### src/rtl/dl_counter_pkg.sv
// Shared types for the dl up/down counter family.
// Boundary behaviour is selected per instance through cnt_mode_e.
package dl_counter_pkg;

    // What a counting step does when it would leave [MIN_VAL, MAX_VAL].
    typedef enum logic {
        CNT_WRAP = 1'b0,  // jump to the opposite bound
        CNT_SAT  = 1'b1   // hold at the bound
    } cnt_mode_e;

endpackage : dl_counter_pkg

### src/rtl/dl_counter_next_val.sv
// Combinational next-state logic for dl_updown_counter.
// Resolves clr > load > en priority, clamps loads into range, performs the
// +1/-1 step in NUM_BITS+1 bits and flags boundary hits (tc_next) and the
// terminal condition (done).
module dl_counter_next_val
    import dl_counter_pkg::*;
#(
    parameter int        NUM_BITS = 5,
    parameter int        MIN_VAL  = 0,
    parameter int        MAX_VAL  = 13,
    parameter cnt_mode_e MODE     = CNT_WRAP
) (
    input  logic [NUM_BITS-1:0] q,
    input  logic                en,
    input  logic                up,
    input  logic                clr,
    input  logic                load,
    input  logic [NUM_BITS-1:0] load_val,
    output logic [NUM_BITS-1:0] q_next,
    output logic                tc_next,
    output logic                done
);

    localparam int W = NUM_BITS + 1;

    localparam logic [NUM_BITS:0]   MIN_EXT = W'(MIN_VAL);
    localparam logic [NUM_BITS:0]   MAX_EXT = W'(MAX_VAL);
    localparam logic [NUM_BITS-1:0] MIN_Q   = NUM_BITS'(MIN_VAL);
    localparam logic [NUM_BITS-1:0] MAX_Q   = NUM_BITS'(MAX_VAL);

    logic [NUM_BITS:0] q_ext;
    logic [NUM_BITS:0] ld_ext;
    logic [NUM_BITS:0] step_ext;
    logic              hit;

    assign q_ext  = {1'b0, q};
    assign ld_ext = {1'b0, load_val};

    // The extra MSB keeps MAX+1 and MIN-1 distinct from in-range values:
    // an up step past MAX compares greater than MAX_EXT, and a down step
    // below 0 sets the MSB instead of aliasing to 2**NUM_BITS-1.
    assign step_ext = up ? (q_ext + W'(1)) : (q_ext - W'(1));
    assign hit      = up ? (step_ext > MAX_EXT)
                         : (step_ext[NUM_BITS] || (step_ext < MIN_EXT));

    // Terminal flag follows the live direction input, not a registered one.
    assign done = up ? (q_ext == MAX_EXT) : (q_ext == MIN_EXT);

    // Priority mux clr > load > en producing the next count and tc pulse.
    always_comb begin
        // NOTE: every output gets a default first so no path infers a latch.
        q_next  = q;
        tc_next = 1'b0;
        if (clr) begin
            q_next = MIN_Q;
        end else if (load) begin
            if (ld_ext < MIN_EXT) begin
                q_next = MIN_Q;
            end else if (ld_ext > MAX_EXT) begin
                q_next = MAX_Q;
            end else begin
                q_next = load_val;
            end
        end else if (en) begin
            if (hit) begin
                tc_next = 1'b1;
                if (MODE == CNT_WRAP) begin
                    q_next = up ? MIN_Q : MAX_Q;
                end
            end else begin
                q_next = step_ext[NUM_BITS-1:0];
            end
        end
    end

endmodule : dl_counter_next_val

### src/rtl/dl_updown_counter.sv
// Bounded up/down counter with clear, clamped load, wrap or saturate mode.
// Register-only top level; all next-state decisions live in
// dl_counter_next_val.
// Optional feature: define DL_UPDOWN_COUNTER_STICKY_EN to add ovf_sticky,
// which latches any boundary hit until clr or reset.
module dl_updown_counter
    import dl_counter_pkg::*;
#(
    parameter int        NUM_BITS = 5,
    parameter int        MIN_VAL  = 0,
    parameter int        MAX_VAL  = 13,
    parameter cnt_mode_e MODE     = CNT_WRAP
) (
    input  logic                clk,
    input  logic                rst_n,
    input  logic                en,
    input  logic                up,
    input  logic                clr,
    input  logic                load,
    input  logic [NUM_BITS-1:0] load_val,
    output logic [NUM_BITS-1:0] q,
    output logic                done,
    output logic                tc
`ifdef DL_UPDOWN_COUNTER_STICKY_EN
    ,
    output logic                ovf_sticky
`endif
);

    localparam logic [NUM_BITS-1:0] MIN_Q = NUM_BITS'(MIN_VAL);

    logic [NUM_BITS-1:0] q_next;
    logic                tc_next;

    dl_counter_next_val #(
        .NUM_BITS (NUM_BITS),
        .MIN_VAL  (MIN_VAL),
        .MAX_VAL  (MAX_VAL),
        .MODE     (MODE)
    ) u_next_val (
        .q        (q),
        .en       (en),
        .up       (up),
        .clr      (clr),
        .load     (load),
        .load_val (load_val),
        .q_next   (q_next),
        .tc_next  (tc_next),
        .done     (done)
    );

    // Count and terminal-pulse registers; reset lands in the cleared state.
    always_ff @(posedge clk or negedge rst_n) begin
        // NOTE: asynchronous reset must load the same value clr would, so the
        // first edge after release behaves exactly like the cycle after a clr.
        if (!rst_n) begin
            q  <= MIN_Q;
            tc <= 1'b0;
        end else begin
            // NOTE: non-blocking assignments so all registers sample the
            // pre-edge values together.
            q  <= q_next;
            tc <= tc_next;
        end
    end

`ifdef DL_UPDOWN_COUNTER_STICKY_EN
    // Sticky overflow: sets alongside tc, cleared only by clr or reset.
    always_ff @(posedge clk or negedge rst_n) begin
        if (!rst_n) begin
            ovf_sticky <= 1'b0;
        end else if (clr) begin
            ovf_sticky <= 1'b0;
        end else if (tc_next) begin
            ovf_sticky <= 1'b1;
        end
    end
`endif

endmodule : dl_updown_counter

### config.mk
export PLATFORM = sky130hd
export DESIGN_NAME = dl_updown_counter
export DESIGN_NICKNAME = d
export VERILOG_FILES = /design/src/rtl/dl_counter_pkg.sv /design/src/rtl/dl_counter_next_val.sv /design/src/rtl/dl_updown_counter.sv
export SDC_FILE = /design/constraint.sdc
export NUM_CORES = 1
export LEC_CHECK = 0
export CORE_MARGIN = 5
export CORE_UTILIZATION = 40
export CTS_CLUSTER_DIAMETER = 150
export DETAILED_ROUTE_END_ITERATION = 16
export MAX_ROUTING_LAYER = met4
export PLACE_DENSITY = 0.7
export SLEW_MARGIN = 10
export SYNTH_ARGS = -nofsm -noshare
export SYNTH_HDL_FRONTEND = slang
export SYNTH_SLANG_ARGS = --single-unit
### constraint.sdc
create_clock -name clk -period 2.1 [get_ports clk]
set_input_delay 0.42 -clock clk [delete_from_list [all_inputs] [get_ports clk]]
set_output_delay 0.42 -clock clk [all_outputs]
set_load 0.02 [all_outputs]
==> run_results.csv <==
group,metric,value,unit
global_routing,grt_max_degree,11,
final_layout,finalCoreUtilization,76.7,%
pwr,ir_worst_vdd,0.000322,V
final_layout,area_growth,77.0,%
synthesis,yosys_warnings,0,
detailed_routing,viasPerCell,5.79,
floorplanning,fp.dieW,51.1,um
global_routing,grt-ovfl-total,0,
worst_setup_path,worstReg2RegStart,"q[0]",
timing,setup_slack,-16.4,ps
cts,clockBufferDepth,2,
global_routing,grt.total_usage,20.0,%
global_routing,grt_antenna_before_repair,0,
timing,maxSlewViolCount,0,
synthesis,syn_area_per_cell,8.04,um^2
worst_hold_path,hold_path.class,"in2async",
pwr,p_int,0.394,mW
synthesis,synth.distinct_cells,40,
detailed_routing,drtIter0Drc,32,
pwr,power.leakage,0.519,nW
timing,setup-violations-final,1,
detailed_routing,drc,0,
global_routing,grt_pass1_wl,3810,um
detailed_routing,drtPass1Iterations,4,
timing,period_share,101,%
floorplanning,dieArea,2610,um^2
pwr,power,0.614,mW
timing,slew_headroom,70.3,%
outcome,status,"finished, violations left",
synthesis,netlist_area,676,um^2
synthesis,seq_area_frac_synth,22.2,%
pwr,power_frac_clock,17.4,%
worst_setup_path,ff2ff_setup_slack,-20,ps
timing,finalClockSkew,6.91,ps
pwr,switchingPower,0.220,mW
final_layout,antenna_cells,0,
synthesis,synthCells,84,
final_layout,nFillCells,115,
cts,holdBufCountCts,0,
worst_setup_path,start_kind,"flop",
cts,cts_tree,"built",
placement,dp_cells,141,
pwr,switching_share,35.8,%
synthesis,synthDominantCellAreaShare,22.2,%
floorplanning,die_height,51.1,um
run,maxCapViolCount,0,
pwr,seq_power_share,22.9,%
worst_setup_path,worstPathMaxFanout,3,
pwr,comb_power_share,59.7,%
timing,final.min_clock_period,2120,ps
synthesis,synth-seq-cells,6,
placement,port_buffers,17,
worst_setup_path,crit_type,"reg2reg",
timing,fmax,0.473,GHz
cts,clkTransAtPathRegs,50,ps
worst_setup_path,arrival,2280,ps
placement,gp_congestion,0.868,
cts,h-tree-depth,1,
synthesis,yosys.area.top_type,"dfrtp_1",
detailed_routing,postRouteAntennaNets,0,
cts,numCtsBuffers,3,
worst_setup_path,crit_start,"q[0]",
floorplanning,core,1560,um^2
worst_setup_path,rr_worst_depth,8,
final_layout,layout-drive-gt1-share,37.1,%
final_layout,final_cells,148,
detailed_routing,routed_wl,2300,um
final_layout,final_nets,152,
worst_setup_path,timing.rr.end,"q[1]",
worst_setup_path,crit_end,"q[1]",
worst_setup_path,cp.required,2260,ps
synthesis,syn_nets,102,
floorplanning,num_io_pins,18,
detailed_routing,wl_per_cell,15.5,um
timing,tightestPinTransition,441,ps
outcome,violations,"negative setup slack",
placement,hpwl,1750,um
timing,rsz0062_at_grt,"yes",
cts,cts.sinks,6,
cts,clk_latency,250,ps
floorplanning,initial_utilization,43.3,%
floorplanning,rows,14,
pwr,p_per_area,514,nW/um^2
global_routing,grt_pass1_vias,859,
cts,ctsRootBufferMaster,"clkbuf_4",
timing,finalHoldViolCount,0,
detailed_routing,dr_total_vias,857,
worst_setup_path,worst_setup_path_end_kind,"flop",
synthesis,yosys-top-cells-area,"dfrtp_1 22%, ha_1 11%, nor2_1 6.1%",
Yosys cell counts:
library cell	number
a2111oi_2	1
a211o_1	1
a211oi_1	3
a21oi_1	2
a221oi_1	1
a311o_1	1
a31o_1	1
a31oi_1	2
a32o_1	1
and2_1	1
clkbuf_1	2
dfrtp_1	6
fa_1	1
ha_1	6
inv_1	5
inv_2	1
nand2_1	6
nand2b_1	1
nand3_1	1
nand4_1	1
nor2_1	11
nor2b_1	2
nor3_1	5
nor4_1	1
nor4bb_1	1
o211ai_1	1
o21ai_0	2
o21bai_1	1
o221ai_1	2
o22a_1	1
o22ai_1	1
o31ai_1	2
o41a_1	1
or2_0	1
or2_1	1
or2_2	1
or4_1	3
or4b_1	1
xnor2_1	1
xor2_1	1
stage by stage:
step	hold WS, ps	TNS [ps]	setup slack (ps)	area, um^2
2_1_floorplan	124	-268	-165	748
3_3_place_gp	673	-4190	-758	1100
3_5_place_dp	673	-4410	-783	1100
4_1_cts	406	-18.5	-18.5	1130
5_1_grt	414	-203	-97.6	1200
6_report	402	-16.4	-16.4	1200
cell type report:
class / count / area (um^2) / share of cell area, %
clock buffer: 3 / 22.5 / 1.88
inverter: 6 / 32.5 / 2.72
multi-input combinational: 70 / 578 / 48.3
sequential: 6 / 151 / 12.7
tap: 16 / 20.0 / 1.67
timing repair buffer: 47 / 392 / 32.7
sequential cells by signal (all words and copies together), names as in the netlist:
| register | flops |
|---|---|
| q | 5 |
| tc | 1 |
worst min path at each step:
stage	from	endpoint	cells past startpoint
2_1_floorplan	rst_n	q[0]	0
3_3_place_gp	rst_n	tc	1
3_5_place_dp	rst_n	q[0]	1
4_1_cts	rst_n	q[2]	1
5_1_grt	rst_n	q[2]	1
6_report	rst_n	q[2]	1
power groups by stage:
stage,Combinational [mW],Clock (mW),Sequential [mW]
final,0.367,0.107,0.141
after floorplan,0.151,0,0.153
after global placement,0.322,0,0.141
after CTS,0.331,0.109,0.140
after global routing,0.400,0.115,0.142
after detailed placement,0.324,0,0.141
routing by layer:
metal / share of wire (%) / wire [um] / global-route usage, % / vias to the layer above
li1: - / - / - / 420
met1: 42 / 966 / 22.8 / 397
met2: 49 / 1130 / 32.0 / 34
met3: 6.1 / 141 / 3.20 / 6
met4: 2.5 / 58 / 13.9 / 0
met5: 0 / 0 / - / -
cells in the final DEF (no fill, tap or decap), types with 2 or more instances in the layout:
cell,instances
a21oi_1,2
a31oi_1,2
buf_4,30
clkbuf_4,3
clkdlybuf4s50_1,15
dfrtp_1,5
ha_1,3
ha_4,3
inv_1,4
nand2_1,6
nor2_1,11
nor3_1,5
o221ai_1,2
o31ai_1,2
or4_1,2
critical path, stage by stage, from the launching register on:
cell and delay [ps]:
dfrtp_1 420, buf_6 140, inv_4 40, fa_2 220, nor2b_4 50, o41a_1 370, a32o_2 240, or4b_1 460
o221ai_1 80
repair_timing:
action / CTS / global route
resized for setup: 13 / 9
setup buffers: 1 / 3
endpoints found under the setup margin: 7 / 3
pin swaps: 6 / 0
cells by family (layout without fill, tap and decap cells):
group | after synthesis | count (layout) | synth area share (%)
DFF | 6 | 6 | 22.2
AOI/OAI and AO/OA | 24 | 24 | 28.1
adders and majority gates | 7 | 7 | 14.1
xor gates and xnor gates | 2 | 2 | 2.59
and+or+nand+nor | 37 | 37 | 28.5
buffers and inverters | 8 | 56 | 4.44
Note: power is estimated with default switching activity, not from simulation.
